`config.mk`:
```
export PLATFORM = sky130hd
export DESIGN_NAME = pcm_stream_sync
export DESIGN_NICKNAME = d
export VERILOG_FILES = /design/src/rtl/pcm_stream_sync.sv
export SDC_FILE = /design/constraint.sdc
export NUM_CORES = 1
export LEC_CHECK = 0
export BUFFER_PORTS_ARGS = -buffer_cell sky130_fd_sc_hd__buf_2
export CAP_MARGIN = 20
export CORE_MARGIN = 2
export CORE_UTILIZATION = 53
export DETAILED_ROUTE_END_ITERATION = 8
export GPL_ROUTABILITY_DRIVEN = 0
export PLACE_DENSITY = 0.79
export SKIP_LAST_GASP = 1
export SLEW_MARGIN = 25
export SYNTH_ARGS = -nofsm -noshare
export SYNTH_HDL_FRONTEND = slang
export SYNTH_SLANG_ARGS = --single-unit
```
`constraint.sdc`:
```
create_clock -name clk_fast -period 2.15 [get_ports clk_fast]
set_input_delay 0.3225 -clock clk_fast [delete_from_list [all_inputs] [get_ports clk_fast]]
set_output_delay 0.3225 -clock clk_fast [all_outputs]
set_load 0.05 [all_outputs]
```
`src/rtl/pcm_stream_sync.sv`:
```
// pcm_stream_sync: synchronises a slow PCM strobe, detects the configured edge and
// buffers captured frames in a show-ahead FIFO. Define PCM_STREAM_SYNC_OVF_CNT_EN for the dropped-frame counter.
module pcm_stream_sync #(
   parameter int unsigned DATA_W      = 16,
   parameter int unsigned NUM_CH      = 2,
   parameter int unsigned SYNC_STAGES = 2,
   parameter int unsigned FIFO_DEPTH  = 4,
   parameter int unsigned EDGE_MODE   = 0
) (
   input  logic                             clk_fast,
   input  logic                             rst,
   input  logic                             pcm_valid_in,
   input  logic [NUM_CH*DATA_W-1:0]         pcm_data_in,
   output logic                             out_valid,
   input  logic                             out_ready,
   output logic [NUM_CH*DATA_W-1:0]         out_data,
   output logic [$clog2(FIFO_DEPTH+1)-1:0]  fifo_level,
   output logic                             ovf,
   output logic [15:0]                      ovf_count,
   input  logic                             ovf_clr
);
   localparam int unsigned FRAME_W = NUM_CH * DATA_W;
   localparam int unsigned PTR_W   = $clog2(FIFO_DEPTH);
   localparam int unsigned LVL_W   = $clog2(FIFO_DEPTH + 1);
   localparam int unsigned WARM_W  = $clog2(SYNC_STAGES + 2);
   localparam logic [WARM_W-1:0] WARM_END = WARM_W'(SYNC_STAGES + 1);
   localparam logic [LVL_W-1:0]  LVL_FULL = LVL_W'(FIFO_DEPTH);

   logic [SYNC_STAGES-1:0] sync_q, sync_d;
   logic                   hist_q, hist_d;
   logic [WARM_W-1:0]      warm_q, warm_d;
   logic [PTR_W-1:0]       wr_ptr_q, wr_ptr_d;
   logic [PTR_W-1:0]       rd_ptr_q, rd_ptr_d;
   logic [LVL_W-1:0]       level_q, level_d;
   logic                   valid_q, valid_d;
   logic [FRAME_W-1:0]     head_q, head_d;
   logic                   ovf_q, ovf_d;
   logic [FRAME_W-1:0]     mem_q [FIFO_DEPTH];

   logic rise, fall, edge_det, warm_done, push, pop, full, wr_en, drop;

   // Edge detection, FIFO bookkeeping and next head frame
   always_comb begin
      sync_d    = {sync_q[SYNC_STAGES-2:0], pcm_valid_in};
      hist_d    = sync_q[SYNC_STAGES-1];
      rise      = sync_q[SYNC_STAGES-1] & ~hist_q;
      fall      = ~sync_q[SYNC_STAGES-1] & hist_q;
      if (EDGE_MODE == 0)      edge_det = rise;
      else if (EDGE_MODE == 1) edge_det = fall;
      else                     edge_det = rise | fall;

      warm_done = (warm_q == WARM_END);
      warm_d    = warm_done ? warm_q : warm_q + WARM_W'(1);

      push  = edge_det & warm_done;
      pop   = valid_q & out_ready;
      full  = (level_q == LVL_FULL);
      wr_en = push & (~full | pop);
      drop  = push & full & ~pop;

      wr_ptr_d = wr_en ? wr_ptr_q + PTR_W'(1) : wr_ptr_q;
      rd_ptr_d = pop ? rd_ptr_q + PTR_W'(1) : rd_ptr_q;

      level_d = level_q;
      if (wr_en && !pop)      level_d = level_q + LVL_W'(1);
      else if (pop && !wr_en) level_d = level_q - LVL_W'(1);

      valid_d = (level_d != '0);
      // The frame being written this cycle may become the new head
      if (!valid_d)                         head_d = '0;
      else if (wr_en && wr_ptr_q == rd_ptr_d) head_d = pcm_data_in;
      else                                  head_d = mem_q[rd_ptr_d];

      ovf_d = (ovf_clr ? 1'b0 : ovf_q) | drop;
   end

   always_ff @(posedge clk_fast) begin
      if (rst) begin
         sync_q   <= '0;
         hist_q   <= 1'b0;
         warm_q   <= '0;
         wr_ptr_q <= '0;
         rd_ptr_q <= '0;
         level_q  <= '0;
         valid_q  <= 1'b0;
         head_q   <= '0;
         ovf_q    <= 1'b0;
      end else begin
         sync_q   <= sync_d;
         hist_q   <= hist_d;
         warm_q   <= warm_d;
         wr_ptr_q <= wr_ptr_d;
         rd_ptr_q <= rd_ptr_d;
         level_q  <= level_d;
         valid_q  <= valid_d;
         head_q   <= head_d;
         ovf_q    <= ovf_d;
      end
   end

   // Frame storage is not reset; out_valid masks stale contents
   always_ff @(posedge clk_fast) begin
      if (wr_en) mem_q[wr_ptr_q] <= pcm_data_in;
   end

`ifdef PCM_STREAM_SYNC_OVF_CNT_EN
   logic [15:0] cnt_q, cnt_d, cnt_base;

   // Clear takes effect before a same-cycle drop; saturates at all ones
   always_comb begin
      cnt_base = ovf_clr ? 16'd0 : cnt_q;
      cnt_d    = (drop && cnt_base != 16'hFFFF) ? cnt_base + 16'd1 : cnt_base;
   end

   always_ff @(posedge clk_fast) begin
      if (rst) cnt_q <= '0;
      else     cnt_q <= cnt_d;
   end

   assign ovf_count = cnt_q;
`else
   assign ovf_count = 16'd0;
`endif

   assign out_valid  = valid_q;
   assign out_data   = head_q;
   assign fifo_level = level_q;
   assign ovf        = ovf_q;

endmodule

```
* Yosys cells after proc, flatten, opt, wreduce, memory -nomap -nowiden
Memories as Yosys holds them, arrays and structs flattened. A register that Yosys moved wholly into a read port is not among the register bits.
Cells that the tools add are included.
** Cells by class
- Add/subtract/negate cells :: 5
- Eq/ne operators :: 2
- Muxes and demuxes :: 6
- Bitwise gates (word level) :: 12
- Reduce and logical (&&, ||, !) cells :: 6
** Operators by type and width (count)
- 2-bit by 1-bit adder with 2-bit output, second input constant :: 3
- 1-bit AND :: 6
- 3-bit 2-to-1 mux :: 2
- 1-bit NOT :: 4
- 3-bit by 1-bit adder with 3-bit output, second input constant :: 1
- 3-bit equality test, second input constant :: 1
- 1-bit 2-to-1 mux :: 3
- 3-bit nonzero test :: 1
- 3-bit by 1-bit subtractor with 3-bit output, second input constant :: 1
- 2-bit equality test, second input constant :: 1
- 1-bit logical AND :: 2
- 1-bit logical NOT :: 2
- 2-bit 2-to-1 mux :: 1
- 1-bit bitwise OR :: 2
- 2-bit OR reduction :: 1
** Word-level totals
- Register bits :: 14
- Bits in writable memories :: 128
- Input bits :: 37
- Output and inout bits :: 53
- Word-level logic and storage cells :: 40
- Memories kept :: 1
** Memory list
- mem_q :: depth 4, width 32, rd ports 1, clocked after Yosys merged registers in 1, write ports 1, RTL line 38 : logic [FRAME_W-1:0] mem_q [FIFO_DEPTH];

* Depth between registers and ports, before layout
Gate-level depths: netlist of run 1.
- Word-level depth :: 11
- Mapped depth :: 9

* Least setup slack after synthesis of run 1
OpenSTA, ideal clock, no wires.
- Kind :: register to register
- Start :: register level_q[0] (netlist: fifo_level[0])
- End :: memory mem_q[1][0] (netlist bit) (enable)
- Arrival time :: 2288 ps
- Required time :: 1758 ps
- Setup slack :: -530 ps
- Stages on the path, launching flop included :: 5
- Path buffers :: 0
- Period minus slack after synthesis :: 2680 ps
- Cells stage by stage :: dfxtp_1 inv_1 ha_1 a31oi_1 and2_1
** Between the ends
- Cells in the longest elaborated chain, start to end :: 6
** RTL lines
- start, declared :: RTL line 34 : logic [LVL_W-1:0] level_q, level_d;
- start signal, assigned :: RTL line 94 : level_q <= level_d;
- 3-bit equality test :: RTL line 57 : full = (level_q == LVL_FULL);
- 1-bit NOT :: RTL line 58 : wr_en = push & (~full | pop);
- 1-bit bitwise OR :: RTL line 58
- 1-bit AND :: RTL line 58
- 1-bit 2-to-1 mux :: RTL line 103 : if (wr_en) mem_q[wr_ptr_q] <= pcm_data_in;
- 1-bit 2-to-1 mux (not written as such) :: RTL line 103
- end, declared :: RTL line 38
No other way between the ends.

* Worst setup path in the final report of run 1
- Start :: register level_q[0] (netlist: fifo_level[0])
- End :: register head_q[17] (netlist: out_data[17]) (read register of mem_q)
** Between the ends
- Cells in the longest elaborated chain, start to end :: 11
- Elaborated cells on any way between the ends :: 14
- Those cells by class :: add/sub (2); eq/ne (1); mux (2); bitwise (4); reduce/logical (5)
** RTL lines
- 3-bit equality test :: RTL line 57
- 1-bit NOT :: RTL line 58
- 1-bit bitwise OR :: RTL line 58
- 1-bit AND :: RTL line 58
- 1-bit logical NOT :: RTL line 66 : else if (pop && !wr_en) level_d = level_q - LVL_W'(1);
- 1-bit logical AND :: RTL line 66
- 3-bit 2-to-1 mux :: RTL line 66
- 3-bit 2-to-1 mux * :: RTL line 65 : if (wr_en && !pop) level_d = level_q + LVL_W'(1);
- 3-bit nonzero test * :: RTL line 68 : valid_d = (level_d != '0);
- 1-bit NOT (no source line) *
- 2-bit OR reduction (no source line) *
- end, declared :: RTL line 36 : logic [FRAME_W-1:0] head_q, head_d;
Mark *: on every way between the ends. The rest lies on a longest branch, timed or not.
A chain may end at the register's enable or synchronous reset.

==> results of run 1 <==
path summary, 6_finish.rpt:
kind	startpoint	end	slack, ps	depth (start not counted)
hold reg to reg	sync_q[0]$_SDFF_PP0_	sync_q[1]$_SDFF_PP0_	440	1
setup / recovery	fifo_level[0]$_SDFF_PP0_	out_data[17]$_SDFF_PP0_	60	10
hold / removal	pcm_valid_in	sync_q[0]$_SDFF_PP0_	110	2
setup reg to reg	fifo_level[0]$_SDFF_PP0_	out_data[17]$_SDFF_PP0_	60	10
kinds of logic (layout without fill, tap and decap cells):
group	after synthesis	in the layout	synth area share [%]
compound gates	47	47	6.308
xor+xnor	5	5	0.5399
fa+ha+maj	8	8	1.234
buf+inv	55	144	4.812
flops	174	174	58.73
mux	157	157	24.15
other cells	1	17	0.04622
simple gates	72	72	4.180
layout make-up:
class	count	area (sq um)	share of cell area, %
Timing Repair Buffer	106	880.8	9.240
Clock buffer	26	510.5	5.355
Inverter	6	22.52	0.2363
Tap cell	188	235.2	2.468
Clock inverter	6	57.56	0.6038
Antenna cell	1	2.502	0.02625
Sequential cell	174	4778	50.12
Multi-Input combinational cell	305	3045	31.95
cell usage in the layout (no fill, tap or decap), drive strengths merged, types with 5 or more instances in the layout:
cell type / instances
ha: 8
nand2: 8
nor2: 41
inv: 6
buf: 104
edfxtp: 128
dfxtp: 46
a211oi: 33
conb: 16
clkbuf: 28
mux2i: 126
mux4: 31
and2: 5
flip-flops by register name, indices dropped and copies added, names as in the netlist:
name	flops
rd_ptr_q	2
out_data	32
out_valid	1
sync_q	2
mem_q	128
wr_ptr_q	2
warm_q	2
ovf	1
hist_q	1
fifo_level	3
timing repair:
action                                  in CTS  in global routing
setup buffers                                0                  5
resized for setup                            0                  7
endpoints found under the setup margin       0                 32
hold buffers                                 0                  0
per-stage QoR:
stage	std cells	setup slack, ps
global placement	771	135.6
finish	812	64.80
floorplan	534	37.78
global route	811	-42.75
detailed placement	771	54.35
CTS	803	39.70
critical path, cell delays in order (launching register included):
cell and delay (ps):
dfxtp_4 360, inv_1 60, ha_2 200, a22o_1 210, mux2i_1 120, and3_1 220
o31ai_4 60, buf_4 170, buf_4 160, clkbuf_16 170, a211oi_4 250
power breakdown:
part           switching, uW  internal [uW]  leakage (uW)
Clock                   1180           1750      0.000279
Sequential               183           3970       0.00153
Combinational           2560           1470       0.00152
routing by layer:
layer	part of all wire, %	GRT usage [%]
met5	0	0
met4	1.4	7.240
met3	5.2	4.925
met2	51	34.26
met1	43	26.12
==> out/metrics.yaml, run 1 <==
outcome:
  outcome: "finished, final reports clean"
final_layout:
  post-route-util_pct: 63.18
  area_growth_pct: 17.50
  nets: 655
  postLayoutCellArea_sq_mm: 0.009533
  nFillCells: 1092
  layout-drive-gt1-share_pct: 34.03
yosys:
  ys_seq_area_share_pct: 58.73
  syn_inst: 519
  yosysMostFrequentCell: "edfxtp_1"
  ys_ff_latch: 174
  async_flop_share_pct: 0
  ys_top_cells_by_area: "edfxtp_1 (47%), mux2i_1 (16%), dfxtp_1 (11%)"
  synthTopCellsByCount: "edfxtp_1 (128), mux2i_1 (126), dfxtp_1 (46)"
  yosysWarnings: 0
  ys_types: 39
  synth_edf_count: 128
  synth_ff_type: "edfxtp_1"
  netlist.area_leader.share_pct: 47.38
  synth_top_area_cell: "edfxtp_1"
  syn-cell-area_sq_mm: 0.008113
  synth_area_per_cell_sq_um: 15.63
clocking:
  tritoncts: "done"
  cts_max_path_buffers: 2
  numClockSinks: 174
  clk-insertion-delay-late_ps: 430
  ctsRootBufferMaster: "clkbuf_16"
  h-tree-depth: 4
  clkTransAtPathRegs_ps: 60
  numCtsBuffers: 17
global_route:
  track_usage_pct: 20.41
  overflow: 0
  grt_pass1_wl_um: 25120
  grt_antenna_before_repair: 1
  grt_pass1_vias: 4780
  grt_max_degree: 38
pwr:
  irDropWorstVdd_uv: 724.4
  fin_total_pwr_uw: 11120
  leakage_uw: 0.003330
  p_per_area_mw_per_mm2: 1167
sta:
  finalWorstPathRequiredPeriod_ps: 2085
  period_share_pct: 96.99
  hold_violations: 0
  holdWs_ps: 110.6
  rsz0062_at_grt: "true"
  max_slew_margin_pct: 61.53
  tightest_slew_ps: 577.0
  finalSetupViolCount: 0
  slew_viol_final: 0
  finalSetupTns_ps: 0
  max_freq_mhz: 479.6
  fin_worst_skew_ps: 9.969
floorplanning:
  die_h_um: 127.7
  start_util_pct: 53.76
  die_area_sq_mm: 0.01631
  rows: 45
  coreArea_sq_mm: 0.01509
  dieWidth_um: 127.7
  ioPinCount: 90
detailed_routing:
  wl_per_cell_um: 20.13
  first_pass_iters: 4
  drc: 0
  num_vias: 4664
  routed_via_density: 5.744
  wirelength_um: 16340
  drtIter0Drc: 287
  detail-route-antenna-nets: 0
placement:
  placed_area_sq_mm: 0.008822
  place.port_buffers: 73
  dp_hpwl_um: 10070
worst_setup_path:
  cp.arrival_ps: 2430
  critPathKind: "flop to flop"
  cp-start-kind: "flop"
  end_kind: "flop"
  cp.required_ps: 2490
  cp_max_fo: 7
flow_run:
  maxCapViolations: 0
hold_path:
  hold_class: "input port to flop"
No activity file was read; power rests on OpenSTA's default activity.
==> inputs of run 2 (changes only) <==
- RECOVER_POWER: unset -> 50
==> run 2 against run 1 <==
Final cell count fell by 0.12%. Power down 0.86%. Register-to-register slack barely moved. Count of clock-buffer cells in the layout is the same. First-iteration DRC count grew 0.70%. Core utilization down 0.61 points.
==> out/metrics.yaml, run 2 (synthesis gave the netlist of run 1 again) <==
sta:
  finalWorstPathRequiredPeriod_ps: 2082  # -3.231 ps
  fin_worst_skew_ps: 8.720  # -1.250 ps
  slew_viol_final: 0  # unchanged
  rsz0062_at_grt: "true"
  period_share_pct: 96.84  # -0.15 points
  max_freq_mhz: 480.3  # +0.16%
  finalSetupTns_ps: 0  # unchanged
  tightest_slew_ps: 1104  # +526.9 ps
  max_slew_margin_pct: 26.40  # -35 points
  finalSetupViolCount: 0  # unchanged
  hold_violations: 0  # unchanged
floorplanning:
  coreArea_sq_mm: 0.01509  # unchanged
  start_util_pct: 53.76  # unchanged
  dieWidth_um: 127.7  # unchanged
  rows: 45  # unchanged
  die_h_um: 127.7  # unchanged
  die_area_sq_mm: 0.01631  # unchanged
  ioPinCount: 90  # unchanged
final_layout:
  post-route-util_pct: 62.57  # -0.61 points
  antenna_cells: 0  # -1
  largest_reg_flops: 128  # unchanged
  nets: 655  # unchanged
  top_register: "mem_q"
  area_growth_pct: 16.38
  stdcell_count: 811  # -0.12%
  postLayoutCellArea_sq_mm: 0.009442  # -0.96%
  layout_common_cells: "edfxtp_1 (128), mux2i_1 (126), clkbuf_1 (72)"
  layout-drive-gt1-share_pct: 23.27  # -11 points
  final_common_cell: "edfxtp_1"
detailed_routing:
  detail-route-antenna-nets: 0  # unchanged
  routed_via_density: 5.656  # -1.5%
  wl_per_cell_um: 20.21  # +0.42%
  first_pass_iters: 5  # +1
  drc: 0  # unchanged
  drtIter0Drc: 289  # +0.70%
  wirelength_um: 16390  # +0.30%
  num_vias: 4587  # -1.7%
worst_setup_path:
  reg2reg_from: "fifo_level[0]$_SDFF_PP0_"
  crit_start: "fifo_level[0]$_SDFF_PP0_"
  crit_path_end: "out_data[17]$_SDFF_PP0_"
  cp-start-kind: "flop"
  critPathKind: "flop to flop"
  cp.required_ps: 2490  # about the same
  reg2regPathDepth: 10  # unchanged
  r2r-end: "out_data[17]$_SDFF_PP0_"
  cp.arrival_ps: 2420  # about the same
  cp_max_fo: 7  # unchanged
  r2r_slack_ps: 70  # about the same
  end_kind: "flop"
hold_path:
  hold_class: "input port to flop"
placement:
  dp_hpwl_um: 10070  # unchanged
  place.port_buffers: 73  # unchanged
  numPlacedInstances: 771  # unchanged
  placed_area_sq_mm: 0.008822  # unchanged
clocking:
  ctsRootBufferMaster: "clkbuf_16"
  numCtsBuffers: 17  # unchanged
  h-tree-depth: 4  # unchanged
  tritoncts: "done"
  postCtsHoldBufs: 0  # unchanged
  numClockSinks: 174  # unchanged
  clk-insertion-delay-late_ps: 420  # about the same
  clkTransAtPathRegs_ps: 60  # about the same
  cts_max_path_buffers: 2  # unchanged
pwr:
  leakage_uw: 0.003110  # -6.6%
  p_per_area_mw_per_mm2: 1168  # about the same
  irDropWorstVdd_uv: 721.2  # -0.45%
  fin_total_pwr_uw: 11030  # -0.86%
flow_run:
  maxCapViolations: 0  # unchanged
global_route:
  grt_pass1_vias: 4780  # unchanged
  overflow: 0  # unchanged
  grt_max_degree: 38  # unchanged
  grt_antenna_before_repair: 0  # -1
  track_usage_pct: 20.41  # unchanged
  grt_pass1_wl_um: 25120  # unchanged
outcome:
  outcome: "finished, final reports clean"
-- run 2: cell count changes in the layout (fill, tap and decap cells not counted) --
cell      change
buf_2        -66
buf_4         -2
clkbuf_1     +67
clkbuf_2      +1
diode_2       -1
-- run 2: worst max-delay path: stages, from the launching register on --
cell,delay [ps]
dfxtp_4,360
inv_1,60
ha_2,200
a22o_1,210
mux2i_1,120
and3_1,220
o31ai_4,60
buf_4,170
buf_4,160
clkbuf_16,170
a211oi_4,250
-- run 2: what timing repair did --
item                       4_1_cts  5_1_grt
hold endpoints to repair         0        0
setup endpoints to repair        0       32
buffers inserted                 0        5
gates resized for setup          0        7
-- run 2: worst min path at each step --
stage                          from                  endpoint  slack, ps  depth (start not counted)
6_report               pcm_valid_in      sync_q[0]$_SDFF_PP0_        110                          2
4_1_cts                pcm_valid_in      sync_q[0]$_SDFF_PP0_        100                          2
3_5_place_dp   sync_q[0]$_SDFF_PP0_      sync_q[1]$_SDFF_PP0_        440                          1
5_1_grt                pcm_valid_in      sync_q[0]$_SDFF_PP0_        140                          2
3_3_place_gp   sync_q[0]$_SDFF_PP0_      sync_q[1]$_SDFF_PP0_        420                          1
2_1_floorplan                   rst  fifo_level[1]$_SDFF_PP0_        410                          1
-- run 2: cell type report --
class / instances / area (sq um)
clock buffers: 26 / 510.5
clock inverters: 6 / 57.56
fillers: 1136 / 5648
inverters: 6 / 22.52
multi-input cells: 305 / 3045
flip-flops and latches: 174 / 4778
well taps: 188 / 235.2
repair buffers: 106 / 792.0
-- run 2: per-stage QoR --
| stage | setup slack (ps) | hold WS, ps |
|---|---|---|
| global placement | 135.6 | 421.8 |
| CTS | 39.70 | 97.23 |
| floorplan | 37.78 | 406.3 |
| global route | -42.75 | 142.7 |
| detailed placement | 54.35 | 437.3 |
| finish | 68.04 | 114.7 |
-- run 2: where the power goes --
group,internal (uW),switching (uW),total [uW]
logic,1380,2560,3940
registers,3970,192,4170
clock network,1750,1170,2920
-- run 2: layer usage --
metal	GRT usage (%)	share of wire, %	vias to the layer above
li1	-	-	2152
met1	26.12	41	2285
met2	34.26	51	135
met3	4.925	6.3	15
met4	7.240	1.3	0
met5	0	0	-
